`config.mk`:
```
export PLATFORM = sky130hd
export DESIGN_NAME = adg408_tx_sequencer_flat
export DESIGN_NICKNAME = d
export VERILOG_FILES = /design/src/rtl/adg408_tx_sequencer_pkg.sv /design/src/rtl/adg408_tx_sequencer_if.sv /design/src/rtl/adg408_cycle_timer.sv /design/src/rtl/adg408_tx_sequencer.sv /design/src/flat_wrapper.sv
export SDC_FILE = /design/constraint.sdc
export NUM_CORES = 1
export LEC_CHECK = 0
export CAP_MARGIN = 20
export CORE_UTILIZATION = 35
export CTS_CLUSTER_SIZE = 8
export DETAILED_ROUTE_END_ITERATION = 7
export GPL_TIMING_DRIVEN = 0
export PLACE_DENSITY_LB_ADDON = 0.1
export SYNTH_ARGS = -nofsm -noshare
export SYNTH_HDL_FRONTEND = slang
export SYNTH_HIERARCHICAL = 1
export SYNTH_SLANG_ARGS = --single-unit
```
`constraint.sdc`:
```
create_clock -name clks -period 7.5 [get_ports clks]
set_input_delay 1.5 -clock clks [delete_from_list [all_inputs] [get_ports clks]]
set_output_delay 1.5 -clock clks [all_outputs]
set_load 0.01 [all_outputs]
```
`src/rtl/adg408_tx_sequencer_pkg.sv`:
```
`default_nettype none
// ============================================================================
// Module  : adg408_pkg
// Brief   : Shared types and constants for the ADG408 tx/rx channel sequencers
// Revision: 1.0 - initial release
// ============================================================================
package adg408_pkg;

    typedef enum logic [2:0] {
        ST_IDLE    = 3'd0,
        ST_SETTLE  = 3'd1,
        ST_PULSE   = 3'd2,
        ST_HANDOFF = 3'd3,
        ST_WAIT_RX = 3'd4,
        ST_DONE    = 3'd5
    } adg408_state_e;

    localparam logic [2:0] CH0 = 3'd0;
    localparam logic [2:0] CH1 = 3'd1;
    localparam logic [2:0] CH2 = 3'd2;
    localparam logic [2:0] CH3 = 3'd3;
    localparam logic [2:0] CH4 = 3'd4;
    localparam logic [2:0] CH5 = 3'd5;
    localparam logic [2:0] CH6 = 3'd6;
    localparam logic [2:0] CH7 = 3'd7;

    localparam int NUM_RX_CH = 7;

    // Receive start channel for transmit channel ch, wrapping at the frame length
    function automatic logic [2:0] next_start_ch(input logic [2:0] ch, input logic [2:0] last_ch);
        return (ch >= last_ch) ? CH0 : ch + 3'd1;
    endfunction

    function automatic int max3(input int a, input int b, input int c);
        int m;
        m = (a > b) ? a : b;
        return (m > c) ? m : c;
    endfunction

endpackage
`default_nettype wire

```
`src/rtl/adg408_tx_sequencer_if.sv`:
```
`default_nettype none
// ============================================================================
// Module  : adg408_tx_sequencer_if
// Brief   : Control, mux and receive-handoff signals of the tx sequencer
// Revision: 1.0 - initial release
// ============================================================================
interface adg408_tx_sequencer_if;

    logic       scan_start;
    logic       scan_abort;
    logic       rx_all_done;
    logic [2:0] tx_addr;
    logic       tx_en;
    logic       tx_pulse;
    logic [2:0] start_state;
    logic       start_state_en;
    logic       busy;
    logic [2:0] cur_ch;
    logic       frame_done;
    logic       timeout_err;

    // Host / receive-sequencer side
    modport master (
        output scan_start, scan_abort, rx_all_done,
        input  tx_addr, tx_en, tx_pulse, start_state, start_state_en,
        input  busy, cur_ch, frame_done, timeout_err
    );

    // Sequencer side
    modport slave (
        input  scan_start, scan_abort, rx_all_done,
        output tx_addr, tx_en, tx_pulse, start_state, start_state_en,
        output busy, cur_ch, frame_done, timeout_err
    );

endinterface
`default_nettype wire

```
`src/rtl/adg408_cycle_timer.sv`:
```
`default_nettype none
// ============================================================================
// Module  : adg408_cycle_timer
// Brief   : Loadable down-counter; o_expired pulses in the last loaded cycle
// Revision: 1.0 - initial release
// ============================================================================
module adg408_cycle_timer #(
    parameter int WIDTH = 16
) (
    input  wire logic             clks,
    input  wire logic             rst_n,
    input  wire logic             i_load,
    input  wire logic             i_clear,
    input  wire logic [WIDTH-1:0] i_load_val,
    output logic                  o_expired
);

    logic [WIDTH-1:0] r_cnt;
    logic             r_run;

    // Loading N-1 gives an interval of exactly N cycles, expiry in the last one
    always_ff @(posedge clks or negedge rst_n) begin
        if (!rst_n) begin
            r_cnt <= '0;
            r_run <= 1'b0;
        end else if (i_clear) begin
            r_cnt <= '0;
            r_run <= 1'b0;
        end else if (i_load) begin
            r_cnt <= i_load_val;
            r_run <= 1'b1;
        end else if (r_run) begin
            if (r_cnt == '0) begin
                r_run <= 1'b0;
            end else begin
                r_cnt <= r_cnt - 1'b1;
            end
        end
    end

    assign o_expired = r_run && (r_cnt == '0);

endmodule
`default_nettype wire

```
`src/rtl/adg408_tx_sequencer.sv`:
```
`default_nettype none
// ============================================================================
// Module  : adg408_tx_sequencer
// Brief   : Steps the ADG408 transmit mux, fires excitation pulses and hands
//           each channel over to the receive sequencer
// Revision: 1.0 - initial release
// ============================================================================
module adg408_tx_sequencer #(
    parameter int NUM_TX_CH  = 7,
    parameter int SETTLE_CYC = 16,
    parameter int PULSE_CYC  = 8,
    parameter int RX_TIMEOUT = 65535
) (
    input  wire logic         clks,
    input  wire logic         rst_n,
    adg408_tx_sequencer_if.slave bus
);

    import adg408_pkg::*;

    localparam int c_MAX_CYC = max3(SETTLE_CYC, PULSE_CYC, RX_TIMEOUT);
    localparam int c_CW      = (c_MAX_CYC > 1) ? $clog2(c_MAX_CYC) : 1;

    localparam logic [c_CW-1:0] c_SETTLE_LD = c_CW'(SETTLE_CYC - 1);
    localparam logic [c_CW-1:0] c_PULSE_LD  = c_CW'(PULSE_CYC - 1);
    localparam logic [c_CW-1:0] c_RX_LD     = c_CW'(RX_TIMEOUT - 1);
    localparam logic [2:0]      c_LAST_CH   = 3'(NUM_TX_CH - 1);

    localparam logic [2:0] c_S_IDLE    = ST_IDLE;
    localparam logic [2:0] c_S_SETTLE  = ST_SETTLE;
    localparam logic [2:0] c_S_PULSE   = ST_PULSE;
    localparam logic [2:0] c_S_HANDOFF = ST_HANDOFF;
    localparam logic [2:0] c_S_WAIT_RX = ST_WAIT_RX;
    localparam logic [2:0] c_S_DONE    = ST_DONE;

    logic [2:0]      r_state;
    logic [2:0]      r_cur_ch;
    logic [2:0]      r_start_state;
    logic            r_start_state_en;
    logic            r_tx_en;
    logic            r_tx_pulse;
    logic            r_busy;
    logic            r_frame_done;
    logic            r_timeout_err;

    logic            w_abort;
    logic            w_load;
    logic [c_CW-1:0] w_load_val;
    logic            w_expired;

    // One shared timer: reloaded on every entry into a timed state
    always_comb begin
        w_abort    = bus.scan_abort && (r_state != c_S_IDLE);
        w_load     = 1'b0;
        w_load_val = c_SETTLE_LD;
        if (!w_abort) begin
            case (r_state)
                c_S_IDLE:    w_load = bus.scan_start;
                c_S_SETTLE: begin
                    w_load     = w_expired;
                    w_load_val = c_PULSE_LD;
                end
                c_S_HANDOFF: begin
                    w_load     = 1'b1;
                    w_load_val = c_RX_LD;
                end
                c_S_WAIT_RX: w_load = bus.rx_all_done || w_expired;
                default:     w_load = 1'b0;
            endcase
        end
    end

    adg408_cycle_timer #(
        .WIDTH (c_CW)
    ) u_timer (
        .clks       (clks),
        .rst_n      (rst_n),
        .i_load     (w_load),
        .i_clear    (w_abort),
        .i_load_val (w_load_val),
        .o_expired  (w_expired)
    );

    always_ff @(posedge clks or negedge rst_n) begin
        if (!rst_n) begin
            r_state          <= c_S_IDLE;
            r_cur_ch         <= CH0;
            r_start_state    <= CH0;
            r_start_state_en <= 1'b0;
            r_tx_en          <= 1'b0;
            r_tx_pulse       <= 1'b0;
            r_busy           <= 1'b0;
            r_frame_done     <= 1'b0;
            r_timeout_err    <= 1'b0;
        end else begin
            r_start_state_en <= 1'b0;
            r_frame_done     <= 1'b0;
            if (w_abort) begin
                r_state    <= c_S_IDLE;
                r_tx_en    <= 1'b0;
                r_tx_pulse <= 1'b0;
                r_busy     <= 1'b0;
            end else begin
                case (r_state)
                    c_S_IDLE: begin
                        if (bus.scan_start) begin
                            r_state       <= c_S_SETTLE;
                            r_cur_ch      <= CH0;
                            r_tx_en       <= 1'b1;
                            r_busy        <= 1'b1;
                            r_timeout_err <= 1'b0;
                        end
                    end
                    c_S_SETTLE: begin
                        if (w_expired) begin
                            r_state    <= c_S_PULSE;
                            r_tx_pulse <= 1'b1;
                        end
                    end
                    c_S_PULSE: begin
                        if (w_expired) begin
                            r_state          <= c_S_HANDOFF;
                            r_tx_pulse       <= 1'b0;
                            r_start_state_en <= 1'b1;
                            r_start_state    <= next_start_ch(r_cur_ch, c_LAST_CH);
                        end
                    end
                    c_S_HANDOFF: r_state <= c_S_WAIT_RX;
                    c_S_WAIT_RX: begin
                        // A completion in the expiry cycle wins over the timeout
                        if (bus.rx_all_done || w_expired) begin
                            if (!bus.rx_all_done) begin
                                r_timeout_err <= 1'b1;
                            end
                            if (r_cur_ch == c_LAST_CH) begin
                                r_state      <= c_S_DONE;
                                r_tx_en      <= 1'b0;
                                r_frame_done <= 1'b1;
                            end else begin
                                r_state  <= c_S_SETTLE;
                                r_cur_ch <= r_cur_ch + 3'd1;
                            end
                        end
                    end
                    c_S_DONE: begin
                        r_state <= c_S_IDLE;
                        r_busy  <= 1'b0;
                    end
                    default: begin
                        r_state    <= c_S_IDLE;
                        r_tx_en    <= 1'b0;
                        r_tx_pulse <= 1'b0;
                        r_busy     <= 1'b0;
                    end
                endcase
            end
        end
    end

    assign bus.tx_addr        = r_cur_ch;
    assign bus.cur_ch         = r_cur_ch;
    assign bus.tx_en          = r_tx_en;
    assign bus.tx_pulse       = r_tx_pulse;
    assign bus.start_state    = r_start_state;
    assign bus.start_state_en = r_start_state_en;
    assign bus.busy           = r_busy;
    assign bus.frame_done     = r_frame_done;
    assign bus.timeout_err    = r_timeout_err;

endmodule
`default_nettype wire
```
`src/flat_wrapper.sv`:
```
// flat-port wrapper written by rule: the top's interface ports become plain ports
module adg408_tx_sequencer_flat import adg408_pkg::*;
#(
    parameter int NUM_TX_CH  = 7,
    parameter int SETTLE_CYC = 16,
    parameter int PULSE_CYC  = 8,
    parameter int RX_TIMEOUT = 65535
)
  (clks, rst_n, bus_scan_start, bus_scan_abort, bus_rx_all_done, bus_tx_addr, bus_tx_en, bus_tx_pulse, bus_start_state, bus_start_state_en, bus_busy, bus_cur_ch, bus_frame_done, bus_timeout_err);
  adg408_tx_sequencer_if bus_i ();
  input  wire logic clks;
  input  wire logic rst_n;
  input wire logic [$bits(bus_i.scan_start)-1:0] bus_scan_start;
  input wire logic [$bits(bus_i.scan_abort)-1:0] bus_scan_abort;
  input wire logic [$bits(bus_i.rx_all_done)-1:0] bus_rx_all_done;
  output wire logic [$bits(bus_i.tx_addr)-1:0] bus_tx_addr;
  output wire logic [$bits(bus_i.tx_en)-1:0] bus_tx_en;
  output wire logic [$bits(bus_i.tx_pulse)-1:0] bus_tx_pulse;
  output wire logic [$bits(bus_i.start_state)-1:0] bus_start_state;
  output wire logic [$bits(bus_i.start_state_en)-1:0] bus_start_state_en;
  output wire logic [$bits(bus_i.busy)-1:0] bus_busy;
  output wire logic [$bits(bus_i.cur_ch)-1:0] bus_cur_ch;
  output wire logic [$bits(bus_i.frame_done)-1:0] bus_frame_done;
  output wire logic [$bits(bus_i.timeout_err)-1:0] bus_timeout_err;
  assign bus_i.scan_start = bus_scan_start;
  assign bus_i.scan_abort = bus_scan_abort;
  assign bus_i.rx_all_done = bus_rx_all_done;
  assign bus_tx_addr = bus_i.tx_addr;
  assign bus_tx_en = bus_i.tx_en;
  assign bus_tx_pulse = bus_i.tx_pulse;
  assign bus_start_state = bus_i.start_state;
  assign bus_start_state_en = bus_i.start_state_en;
  assign bus_busy = bus_i.busy;
  assign bus_cur_ch = bus_i.cur_ch;
  assign bus_frame_done = bus_i.frame_done;
  assign bus_timeout_err = bus_i.timeout_err;
  adg408_tx_sequencer #(.NUM_TX_CH(NUM_TX_CH), .SETTLE_CYC(SETTLE_CYC), .PULSE_CYC(PULSE_CYC), .RX_TIMEOUT(RX_TIMEOUT)) u_core (.clks(clks), .rst_n(rst_n), .bus(bus_i));
endmodule
```
==> impl_metrics.py <==
metrics = {
    "sta": {
        "worst_slew_margin_rel": 0.286,
        "max_freq_mhz": 265,
        "setup_total_negative_slack_ns": 0,
        "final_hold_viol_count": 0,
        "timing.final.crit_period_ns": 3.77,
        "min_period_over_period": 0.503,
        "timing.hold.ws_ns": 0.483,
        "drv_slew": 0,
        "setup_viol": 0,
        "finClkSkew_ns": 0.00964,
        "grt_setup_unrepaired": "no",
        "worst_margin_pin_slew_ns": 1.06,
    },
    "global_route": {
        "met2_usage": 0.289,
        "grt_max_degree": 33,
        "gr-usage-met1": 0.247,
        "grt_usage": 0.182,
        "antenna_found_initial": 0,
        "grtUsageMet3": 0.0353,
        "grt-ovfl-total": 0,
        "grt_first_pass_wirelength_mm": 8.50,
        "grt_most_used_layer": "met2",
        "first_global_vias": 1676,
    },
    "status": {
        "status": "complete, no violations",
    },
    "critical_path": {
        "crit_path_max_incr_delay_ns": 0.68,
        "nature_of_the_critical_path_startpoint": "flop",
        "timing.rr.start": "u_core/u_timer/r_cnt[7]",
        "critical_path_class": "reg2reg",
        "timing.critical_path.cells": "nor4_1 -> nand2_1 -> nor3_1 -> nor2_1 -> a21oi_1 -> and3_1 -> clkbuf_1 -> nor2_1 -> a2111oi_0",
        "timing.reg2reg.worst_path_depth": 9,
        "r2r_end": "u_core/u_timer/r_cnt[5]",
        "slowest_stage": "nor3_1",
        "end_kind": "flop",
        "cp.required_ns": 7.67,
        "worstPathMaxFanout": 10,
        "timing.reg2reg.setup_slack_ns": 3.73,
        "critical_path_arrival_ns": 3.94,
        "path_common_cell": "nor2_1",
    },
    "die": {
        "core_ar_um2": 5510,
        "standard_cell_rows": 27,
        "top_level_ports": 20,
        "initial_core_util": 0.362,
        "floorplan.die_area_um2": 6000,
        "die_h_um": 77.5,
        "die_x_um": 77.5,
    },
    "place": {
        "dp_hpwl_mm": 3.41,
        "io_buffers": 18,
        "globalplace.congestion": 0.806,
    },
    "clock_network": {
        "cts_root_buf": "clkbuf_8",
        "htreeDepth": 2,
        "postCtsSetupBuffers": 0,
        "worst_skew_pair.late_latency_ns": 0.29,
        "ctsResizeCount": 0,
        "clkTransAtPathRegs_ns": 0.08,
        "cts-root-to-sink-buffers": 2,
        "cts_hold_buffers": 0,
        "numCtsBuffers": 5,
        "tritoncts": "done",
        "number_of_sinks_handled_by_clock_tree_synthesis": 32,
    },
    "route": {
        "violation_count_after_the_first_detailed_routing_iteration": 79,
        "postRouteWirelength_mm": 5.02,
        "wire_per_inst_um": 15.6,
        "drcViolationCount": 0,
        "postRouteAntennaNets": 0,
        "drtPass1Iterations": 5,
        "route.detailed.vias_per_inst": 5.60,
        "detailed_route_via_count": 1810,
    },
    "power_and_ir_drop": {
        "p_per_area_nw_per_um2": 282,
        "totalPowerFinal_mw": 0.669,
        "power.leakage_nw": 0.939,
        "worst_ir_drop_vdd_mv": 0.0954,
    },
    "flow_run": {
        "max_cap_violation_count": 0,
    },
    "synth": {
        "synth_cell_types": 53,
        "synth-main-ff-cell": "dfrtp_1",
        "yosysTopAreaCellShare": 0.402,
        "yosys.area.top_type": "dfrtp_1",
        "ys_top_cells_by_area": "dfrtp_1, nor2_1, o21ai_0",
        "synth_area_per_cell_um2": 8.90,
        "ys_async_sr_fraction": 1.00,
        "synthesis.area_um2": 1990,
        "ys_warn_count": 6,
        "synth_edf_count": 0,
        "synth_top_cells_by_count": "dfrtp_1, nor2_1, nand2_1, inv_1, o21ai_0",
        "most_repeated_cell_in_the_gate_level_netlist_after_synthesis": "dfrtp_1",
        "synth.ff_latch_count": 32,
        "syn_inst": 224,
        "synth_sequential_area_ratio": 0.402,
    },
    "final_layout": {
        "layout.nets": 258,
        "area_delta_synth_final_pct": 19.1,
        "drive_above_1_share": 0.0956,
        "diodes": 0,
    },
    "worst_hold_path": {
        "timing.hold.worst_path_depth": 2,
        "timing.hold.worst.start": "u_core/bus.start_state[0]",
        "holdPathEnd": "u_core/bus.start_state[0]",
        "min_path_type": "reg2reg",
    },
}
-- cell families after synthesis --
group                    count (synthesis)  synth area share
AO/OA/AOI/OAI                           68             0.260
adder cells (fa/ha/maj)                  3            0.0188
buffers and inverters                   27            0.0652
flip-flops                              32             0.402
multiplexers                             1           0.00502
other                                    1           0.00188
AND/OR/NAND/NOR                         92             0.248
-- routing by layer --
metal / up-vias / routed length (um)
met5: - / 0
met4: 0 / 27
met3: 2 / 257
met2: 42 / 2340
met1: 867 / 2400
li1: 899 / -
-- state kept, by name, indices dropped and copies added (netlist names), 3 cells and up --
register / flops
u_core/u_timer/r_cnt: 16
u_core/r_state: 3
u_core/bus.cur_ch: 3
u_core/bus.start_state: 3
-- final cells by class --
cell class	count	area, um2
Inverter	14	52.6
Timing Repair Buffer	18	175
Multi-Input combinational cell	166	1070
Sequential cell	32	801
Fill cell	550	3130
Clock inverter	3	42.5
Tap cell	72	90.1
Buffer	13	77.6
Clock buffer	5	68.8
-- cell usage in the layout, fill, tap and decap left out, drive strengths merged, types with 3 or more instances in the layout --
cell	instances
dfrtp	32
nor2	24
clkdlybuf4s50	17
nand2	16
o21ai	15
inv	14
a21oi	10
clkbuf	10
buf	9
a311oi	8
nor3	7
nor2b	6
nand3	6
o31ai	6
nor4	5
or4	5
or3	5
a2111oi	4
and3	3
o21a	3
o211ai	3
a31oi	3
ha	3
nand4	3
-- power by group --
part           switching [mW]  leakage, nW  total (mW)  internal, mW
Sequential             0.0499        0.411       0.264         0.214
Combinational           0.134        0.474       0.234        0.0999
Clock                  0.0731       0.0541       0.171        0.0984
Total                   0.257        0.939       0.669         0.412
-- metrics by stage --
stage | setup slack [ns] | std cells | cell area [um2] | utilization
after floorplan | 4.42 | 225 | 2000 | -
after global placement | 3.75 | 315 | 2270 | 0.412
after detailed placement | 3.73 | 315 | 2260 | 0.411
after CTS | 3.75 | 323 | 2370 | 0.431
after global routing | 3.10 | 323 | 2370 | 0.431
final | 3.73 | 323 | 2370 | 0.431
-- worst max path at each step --
stage | start | endpoint | slack, ns | depth (start not counted)
3_5_place_dp | bus_rx_all_done | u_core/u_timer/r_cnt[12] | 3.73 | 8
5_1_grt | u_core/u_timer/r_cnt[7] | u_core/u_timer/r_cnt[15] | 3.10 | 9
3_3_place_gp | bus_rx_all_done | u_core/u_timer/r_cnt[12] | 3.75 | 8
4_1_cts | u_core/u_timer/r_cnt[7] | u_core/u_timer/r_cnt[5] | 3.75 | 9
6_report | u_core/u_timer/r_cnt[7] | u_core/u_timer/r_cnt[5] | 3.73 | 9
2_1_floorplan | bus_scan_abort | u_core/u_timer/r_cnt[5] | 4.42 | 8
-- worst max-delay path, delay by kind of cell, from the launching register on --
| family | cells | cell delay, ns |
|---|---|---|
| flops | 1 | 0.43 |
| buf+inv | 1 | 0.41 |
| simple gates | 6 | 2.23 |
| compound gates | 2 | 0.59 |
(Power assumes the default switching activity.)
